`config.mk`:
```
export PLATFORM = sky130hd
export DESIGN_NAME = round_controller
export DESIGN_NICKNAME = d
export VERILOG_FILES = /design/src/rtl/round_controller.sv
export SDC_FILE = /design/constraint.sdc
export NUM_CORES = 1
export LEC_CHECK = 0
export ABC_CLOCK_PERIOD_IN_PS = 3150
export BUFFER_PORTS_ARGS = -buffer_cell sky130_fd_sc_hd__buf_2
export CAP_MARGIN = 0
export CORE_UTILIZATION = 40
export CTS_CLUSTER_SIZE = 28
export DETAILED_ROUTE_END_ITERATION = 8
export GPL_TIMING_DRIVEN = 0
export PLACE_DENSITY = 0.68
export SLEW_MARGIN = 40
export SYNTH_ARGS = -nofsm -noshare
export SYNTH_HDL_FRONTEND = slang
export SYNTH_SLANG_ARGS = --single-unit
```
`constraint.sdc`:
```
create_clock -name clk -period 3.15 [get_ports clk]
set_input_delay 0.4725 -clock clk [delete_from_list [all_inputs] [get_ports clk]]
set_output_delay 0.4725 -clock clk [all_outputs]
set_load 0.02 [all_outputs]
```
`src/rtl/round_controller.sv`:
```
// Round/match sequencer for a two-player fighting game.
// Takes per-player health from the health stage and steps a best-of-N match:
// countdown, fight, KO or timeout, round-end hold, then next round or match over.
//
// Ports:
//   clk, rst        system clock, synchronous active-high reset
//   frame_tick      one-clk pulse per video frame; paces every counter
//   start           start/continue request, sampled each clk in IDLE and MATCH_OVER
//   player1_health  P1 health (3 = full; 0 or >=4 means dead)
//   player2_health  P2 health
//   game_active     high only while fighting; gates player input
//   round_rst       resets the health stage and player positions
//   p1_rounds       rounds won by P1 (saturates at 3)
//   p2_rounds       rounds won by P2 (saturates at 3)
//   round_timer     seconds remaining in the current round
//   phase           FSM state code
//   winner          00 none, 01 P1, 10 P2, 11 draw
module round_controller #(
  parameter int unsigned ROUNDS_TO_WIN    = 2,
  parameter int unsigned ROUND_SECONDS    = 60,
  parameter int unsigned FRAMES_PER_SEC   = 60,
  parameter int unsigned COUNTDOWN_FRAMES = 180,
  parameter int unsigned KO_HOLD_FRAMES   = 120
) (
  input  logic       clk,
  input  logic       rst,
  input  logic       frame_tick,
  input  logic       start,
  input  logic [2:0] player1_health,
  input  logic [2:0] player2_health,
  output logic       game_active,
  output logic       round_rst,
  output logic [1:0] p1_rounds,
  output logic [1:0] p2_rounds,
  output logic [6:0] round_timer,
  output logic [2:0] phase,
  output logic [1:0] winner
);

  typedef enum logic [2:0] {
    StIdle      = 3'd0,
    StReset     = 3'd1,
    StCountdown = 3'd2,
    StFight     = 3'd3,
    StRoundEnd  = 3'd4,
    StMatchOver = 3'd5
  } state_e;

  localparam logic [6:0]  TimerInit     = 7'(ROUND_SECONDS);
  localparam logic [15:0] CountdownLast = 16'(COUNTDOWN_FRAMES - 1);
  localparam logic [15:0] HoldLast      = 16'(KO_HOLD_FRAMES - 1);
  localparam logic [15:0] SecLast       = 16'(FRAMES_PER_SEC - 1);
  localparam logic [1:0]  Target        = 2'(ROUNDS_TO_WIN);

  state_e      state_q, state_d;
  logic [15:0] frame_q, frame_d;
  logic [15:0] sec_q, sec_d;
  logic [6:0]  timer_q, timer_d;
  logic [1:0]  p1_q, p1_d, p2_q, p2_d;
  logic [1:0]  winner_q, winner_d;
  logic        game_active_q, round_rst_q;

  logic p1_dead, p2_dead, award_p1, award_p2;

  // A wrapped down-count lands at >=4, so bit 2 set is as dead as zero.
  assign p1_dead = (player1_health == 3'd0) || player1_health[2];
  assign p2_dead = (player2_health == 3'd0) || player2_health[2];

  always_comb begin
    state_d  = state_q;
    frame_d  = frame_q;
    sec_d    = sec_q;
    timer_d  = timer_q;
    p1_d     = p1_q;
    p2_d     = p2_q;
    winner_d = winner_q;
    award_p1 = 1'b0;
    award_p2 = 1'b0;

    case (state_q)
      StIdle, StMatchOver: begin
        if (start) begin
          state_d  = StReset;
          p1_d     = 2'd0;
          p2_d     = 2'd0;
          winner_d = 2'd0;
        end
      end
      StReset: state_d = StCountdown;
      StCountdown: begin
        if (frame_tick) begin
          if (frame_q == CountdownLast) begin
            state_d = StFight;
            frame_d = 16'd0;
          end else begin
            frame_d = frame_q + 16'd1;
          end
        end
      end
      StFight: begin
        if (p1_dead || p2_dead || (timer_q == 7'd0)) begin
          state_d = StRoundEnd;
          frame_d = 16'd0;
          // KO outranks timeout; on timeout the healthier player (or both) scores.
          if (p1_dead || p2_dead) begin
            award_p1 = p2_dead;
            award_p2 = p1_dead;
          end else begin
            award_p1 = (player1_health >= player2_health);
            award_p2 = (player2_health >= player1_health);
          end
          if (award_p1 && (p1_q != 2'd3)) p1_d = p1_q + 2'd1;
          if (award_p2 && (p2_q != 2'd3)) p2_d = p2_q + 2'd1;
        end else if (frame_tick) begin
          if (sec_q == SecLast) begin
            sec_d = 16'd0;
            if (timer_q != 7'd0) timer_d = timer_q - 7'd1;
          end else begin
            sec_d = sec_q + 16'd1;
          end
        end
      end
      StRoundEnd: begin
        if (frame_tick) begin
          if (frame_q == HoldLast) begin
            frame_d = 16'd0;
            if ((p1_q == Target) || (p2_q == Target)) begin
              state_d  = StMatchOver;
              winner_d = {p2_q == Target, p1_q == Target};
            end else begin
              state_d = StReset;
            end
          end else begin
            frame_d = frame_q + 16'd1;
          end
        end
      end
      default: state_d = StIdle;
    endcase

    // Load round values on entry so RESET already shows a full timer.
    if (state_d == StReset) begin
      timer_d = TimerInit;
      frame_d = 16'd0;
      sec_d   = 16'd0;
    end
  end

  always_ff @(posedge clk) begin
    if (rst) begin
      state_q       <= StIdle;
      frame_q       <= 16'd0;
      sec_q         <= 16'd0;
      timer_q       <= TimerInit;
      p1_q          <= 2'd0;
      p2_q          <= 2'd0;
      winner_q      <= 2'd0;
      game_active_q <= 1'b0;
      round_rst_q   <= 1'b1;
    end else begin
      state_q       <= state_d;
      frame_q       <= frame_d;
      sec_q         <= sec_d;
      timer_q       <= timer_d;
      p1_q          <= p1_d;
      p2_q          <= p2_d;
      winner_q      <= winner_d;
      game_active_q <= (state_d == StFight);
      round_rst_q   <= (state_d == StIdle) || (state_d == StReset);
    end
  end

  assign game_active = game_active_q;
  assign round_rst   = round_rst_q;
  assign p1_rounds   = p1_q;
  assign p2_rounds   = p2_q;
  assign round_timer = timer_q;
  assign phase       = state_q;
  assign winner      = winner_q;

endmodule

```
======== After elaboration in Yosys (flattened, before gate mapping) ========
Index checks and enable logic that the tools add are counted.
storage, ports and cells
  input bits .............................. 10
  output and inout port bits .............. 18
  ROM bits ................................ 0
  bits in latches ......................... 0
  memory bits (writable) .................. 0
  memories kept ........................... 0
  bits in registers ....................... 50
  logic and storage cells ................. 96
operators by class
  shifts and indexed selects .............. 0
  multiplexer cells ....................... 32
  magnitude comparators ................... 2
  div/mod/pow operators ................... 0
  multiply operators ...................... 0
  bitwise operators ....................... 1
  add/sub/neg operators ................... 5
  equal/unequal tests ..................... 22
  reductions and logical operators ........ 25
operators by type and width
  kind                     number
  $mux W16                 6
  $pmux W16 S3             1
  $add A16 B1 Y16 const B  2
  $mux W3                  7
  $ne A2 B2 Y1 const B     10
  $eq A16 B6 Y1 const B    1
  $eq A16 B7 Y1 const B    1
  $eq A16 B8 Y1 const B    1
  $mux W2                  8
  $pmux W3 S5              1
  $logic_not A3 Y1         4
  $pmux W2 S2              3
  $reduce_and A4 Y1        3
  $reduce_and A5 Y1        2
  $eq A3 B2 Y1 const B     3
  $logic_not A7 Y1         1
  $reduce_bool A7 Y1       1
  $sub A7 B1 Y7 const B    1
  $eq A3 B1 Y1 const B     2
  $eq A3 B3 Y1 const B     2
  $ge A3 B3 Y1             2
  $logic_or A1 B1 Y1       6
  $mux W1                  6
  $add A2 B1 Y2 const B    2
  other kinds (7)          11

======== Logic depth before layout (Yosys ltp) ========
  depth in word-level cells ............... 10
  gate-level depth with buffers ........... 10
  gate-level depth less buffers ........... 8

======== Worst setup path before layout ========
Ideal clock, no wire load.
  path type ............................... register -> register
  from .................................... register frame_q[10]
  to ...................................... register sec_q[10]
  arrival ................................. 2.063 ns
  period minus slack after synthesis ...... 2.177 ns
  path buffers ............................ 2
  stages on the path, launching flop included .. 9
  library setup time ...................... 0.115 ns
  data required time ...................... 3.035 ns
  path slack .............................. 0.973 ns
  path through ............................ dfxtp_1 > or4_4 > nor4_4 > nand4_1 > a32o_1 > a211oi_2 > buf_4 > buf_6 > nor2_1
on the way
  longest elaborated chain between the ends .. 6
  elaborated cells between the ends (all ways) .. 9
  those cells by class .................... 3 x eq/ne; 5 x mux; 1 x reduce/logical
RTL lines
  what                                                   line     RTL
  start: declaration                                     56       logic [15:0] frame_q, frame_d;
  start signal: assignment                               162      frame_q <= frame_d;
  $eq A16 B7 Y1 / $eq A16 B8 Y1 (equally long branches)  125, 92
  $mux W3, on equally long branches                      125, 92
  $mux W3, on equally long branches                      124, 91
  $pmux W3 S5 (*)                                        80       case (state_q)
  $eq A3 B1 Y1 (*)                                       142      if (state_d == StReset) begin
  $reduce_or A2 Y1 (no source line) (*)                  n/a
  end signal: assignment                                 153      sec_q <= 16'd0;
  end signal: assignment                                 163      sec_q <= sec_d;
  end: declaration                                       57       logic [15:0] sec_q, sec_d;
Mark *: on every way between the ends. The rest lies on a longest branch, timed or not.
A chain may end at the register's enable or synchronous reset.

======== Worst setup path after layout ========
  from .................................... register state_q[1] (netlist: phase[1])
  to ...................................... register sec_q[14]
on the way
  longest elaborated chain between the ends .. 5
  elaborated cells between the ends (all ways) .. 17
  those cells by class .................... 6 x eq/ne; 7 x mux; 4 x reduce/logical
RTL lines
  what                                      line  RTL
  start: declaration                        55    state_e state_q, state_d;
  start signal: assignment                  151   state_q <= StIdle;
  start signal: assignment                  161   state_q <= state_d;
  $eq A3 B3 Y1 (tied with other cells)      80
  $reduce_or A2 Y1 (tied with other cells)  80
  $pmux W3 S5                               80
  $eq A3 B1 Y1                              142
  $reduce_or A2 Y1 (no source line)         n/a
Several ways; a longest one is shown, not always the timed one.

==> impl_metrics.json <==
{
  "cts_max_path_buffers": 2,
  "period_share_pct": 82.0,
  "reg2reg_slack_ps": 570,
  "drive_gt1_share_pct": 12.7,
  "syn_to_final_growth_pct": 11.8,
  "slew_violations": 0,
  "path_buf_inv": 2,
  "async_reset_ff_share_pct": 0,
  "synth.avg_cell_area_um2": 8.35,
  "grt_use_total_pct": 17.1,
  "core_um2": 6490,
  "rsz0062_at_grt": "no",
  "cts_tree": "done",
  "drcViolationCount": 1,
  "synth-seq-cells": 50,
  "violations": "design-rule violations",
  "power_density_nw_per_um2": 380,
  "leakage_uw": 0.00111,
  "post_layout_nonfiller_instances": 438,
  "tightest_slew_ps": 574,
  "cp_cell_sequence": "clkbuf_1, and3b_1, o2111a_1, clkbuf_1, nand4_1, nor3_1, xnor2_1, nor2_1",
  "final_common_cell": "dfxtp_1",
  "fp.dieArea_um2": 7180,
  "reg2reg_depth": 8,
  "max-vdd-ir-drop_mv": 0.151,
  "worstSetupEndpointType": "flop",
  "cap_viol_max_count": 0,
  "worstSetupEndpoint": "sec_q[14]$_SDFFE_PP0P_",
  "synth_cells": 328,
  "arrival_ps": 2800,
  "grt_pass1_wl_mm": 9.92,
  "num_vias": 2408,
  "min_period_ps": 2580,
  "startpoint": "phase[1]$_SDFF_PP0_",
  "outcome": "finished, violations left",
  "die_w_um": 84.7,
  "cts-buffers-inserted": 5,
  "ys.flop_type": "dfxtp_1",
  "grt_pass1_vias": 2177,
  "drtIter0Drc": 135,
  "fin_area_um2": 3060,
  "n_antenna_cell": 0,
  "layout.nets": 381,
  "pin_count": 28,
  "cts_resized": 0,
  "vias_per_cell": 5.50,
  "setup_viol": 0,
  "start_util_pct": 42.2,
  "seq_area_frac_synth_pct": 36.5,
  "firstDrtPassIters": 9,
  "r2r-start": "phase[1]$_SDFF_PP0_",
  "worst-path-stages": 8,
  "routabilityCongestion": 0.792,
  "cp_max_fo": 10,
  "start_kind": "flop",
  "crit_path_max_incr_delay_ps": 400,
  "antenna_left": 0,
  "synth_nets": 349,
  "row_count": 29,
  "holdBufCountCts": 0,
  "slew_headroom_pct": 61.4,
  "setup_tns_ps": 0,
  "crit_required_ps": 3370,
  "clk_pin_slew_ps": 100,
  "syn_area_um2": 2740,
  "r2r_end": "sec_q[14]$_SDFFE_PP0P_",
  "layout_common_cells": "dfxtp_1, nor2_1, nor3_1, buf_2, nand2_1",
  "cp_common_cell": "clkbuf_1",
  "post_cts_buffers": 0,
  "port_buffers": 25,
  "clock-sinks": 50,
  "die_y_um": 84.7,
  "clock_skew_ps": 13.9,
  "hold_class": "reg2reg",
  "finalWirelength_mm": 5.81,
  "htreeDepth": 2,
  "dpl-instance-area_um2": 2970,
  "synth_edf_count": 0,
  "synth_cell_types": 52,
  "crit_family": "simple AND/OR/NAND/NOR gates",
  "antenna_found_initial": 0,
  "grt_max_degree": 16,
  "critPathKind": "reg2reg",
  "wl_per_cell_um": 13.3,
  "final_hold_viol_count": 0,
  "synth-warning-count": 0,
  "fmax_mhz": 387,
  "overflow": 0,
  "slowest_stage": "o2111a_1",
  "root_buffer": "clkbuf_8",
  "dp_cells": 430,
  "insertion_delay_ps": 310,
  "dp_hpwl_mm": 4.38
}
## report_power, final
group          total [µW]  internal, µW  leakage, µW  switching, µW
sequential            642           637     0.000403           4.40
combinational         126          45.2     0.000657           81.0
clock                 396           177    0.0000472            219
total                1160           860      0.00111            304
## Yosys cell counts (3+ instances only)
cell	count	area share, %
and4_1	3	0.96
xor2_1	16	5.1
clkbuf_1	11	1.5
a21o_1	3	0.82
and3_1	7	1.6
nor2_1	36	4.9
mux2i_1	3	1.1
xnor2_1	15	4.8
nor4_1	6	1.4
o21ai_0	11	2.0
ha_1	11	5.0
nand2b_1	9	2.1
and2_1	5	1.1
a21oi_1	11	2.0
nand4_1	9	2.1
nand3_1	16	2.9
dfxtp_1	50	37
nor3_1	29	5.3
inv_1	11	1.5
nand2_1	19	2.6
or4_1	5	1.4
a31oi_1	3	0.69
a211oi_1	3	0.82
## metal layers
| metal | up-vias | track usage [%] | wire length (µm) |
|---|---|---|---|
| li1 | 1241 | - | - |
| met1 | 1115 | 21.6 | 2840 |
| met2 | 45 | 29.9 | 2670 |
| met3 | 7 | 3.34 | 225 |
| met4 | 0 | 4.62 | 67 |
| met5 | - | 0 | 0 |
## tightest hold or removal path: cells and delay by family, from the launching register on
kind	cells	cell delay [ps]
AOI/OAI and AO/OA	1	50
and+or+nand+nor	1	60
DFF	1	340
## flip-flops by register name, indices dropped and copies added, names as in the netlist
| register | cells |
|---|---|
| frame_q | 16 |
| sec_q | 16 |
| round_timer | 7 |
| phase | 3 |
| p1_rounds | 2 |
| p2_rounds | 2 |
| winner | 2 |
| game_active | 1 |
| round_rst | 1 |
## logic make-up after synthesis
group,share of synthesized area (%)
compound gates,11.6
xor+xnor,9.91
fa+ha+maj,5.03
buf+inv,4.07
flops,36.5
mux,1.10
simple gates,31.8
## metrics by stage
stage | hold slack [ps] | total power (µW) | utilization (%) | worst slack (ps)
after floorplan | 458 | 746 | - | 973
after global placement | 467 | 782 | 45.6 | 611
after detailed placement | 477 | 783 | 45.7 | 568
after CTS | 490 | 1180 | 47.1 | 538
after global routing | 513 | 1220 | 47.1 | 335
final | 487 | 1160 | 47.1 | 566
## cell type report
class,instances,area [µm²]
fill,652,3430
timing repair buffer,25,125
inverter,11,41.3
sequential,50,1000
clock buffer,6,82.6
clock inverter,2,12.5
buffer,15,70.1
tap,77,96.3
multi-input combinational,252,1630
## worst min path at each step
stage | start | endpoint | slack [ps] | cells after the start
6_report | frame_q[1]$_SDFFE_PP0P_ | frame_q[1]$_SDFFE_PP0P_ | 490 | 2
5_1_grt | frame_q[1]$_SDFFE_PP0P_ | frame_q[1]$_SDFFE_PP0P_ | 510 | 2
4_1_cts | frame_q[1]$_SDFFE_PP0P_ | frame_q[1]$_SDFFE_PP0P_ | 490 | 2
3_5_place_dp | frame_q[1]$_SDFFE_PP0P_ | frame_q[1]$_SDFFE_PP0P_ | 480 | 2
3_3_place_gp | winner[0]$_SDFFE_PP0P_ | winner[0]$_SDFFE_PP0P_ | 470 | 2
2_1_floorplan | frame_q[1]$_SDFFE_PP0P_ | frame_q[1]$_SDFFE_PP0P_ | 460 | 2
No activity file was read; power rests on OpenSTA's default activity.
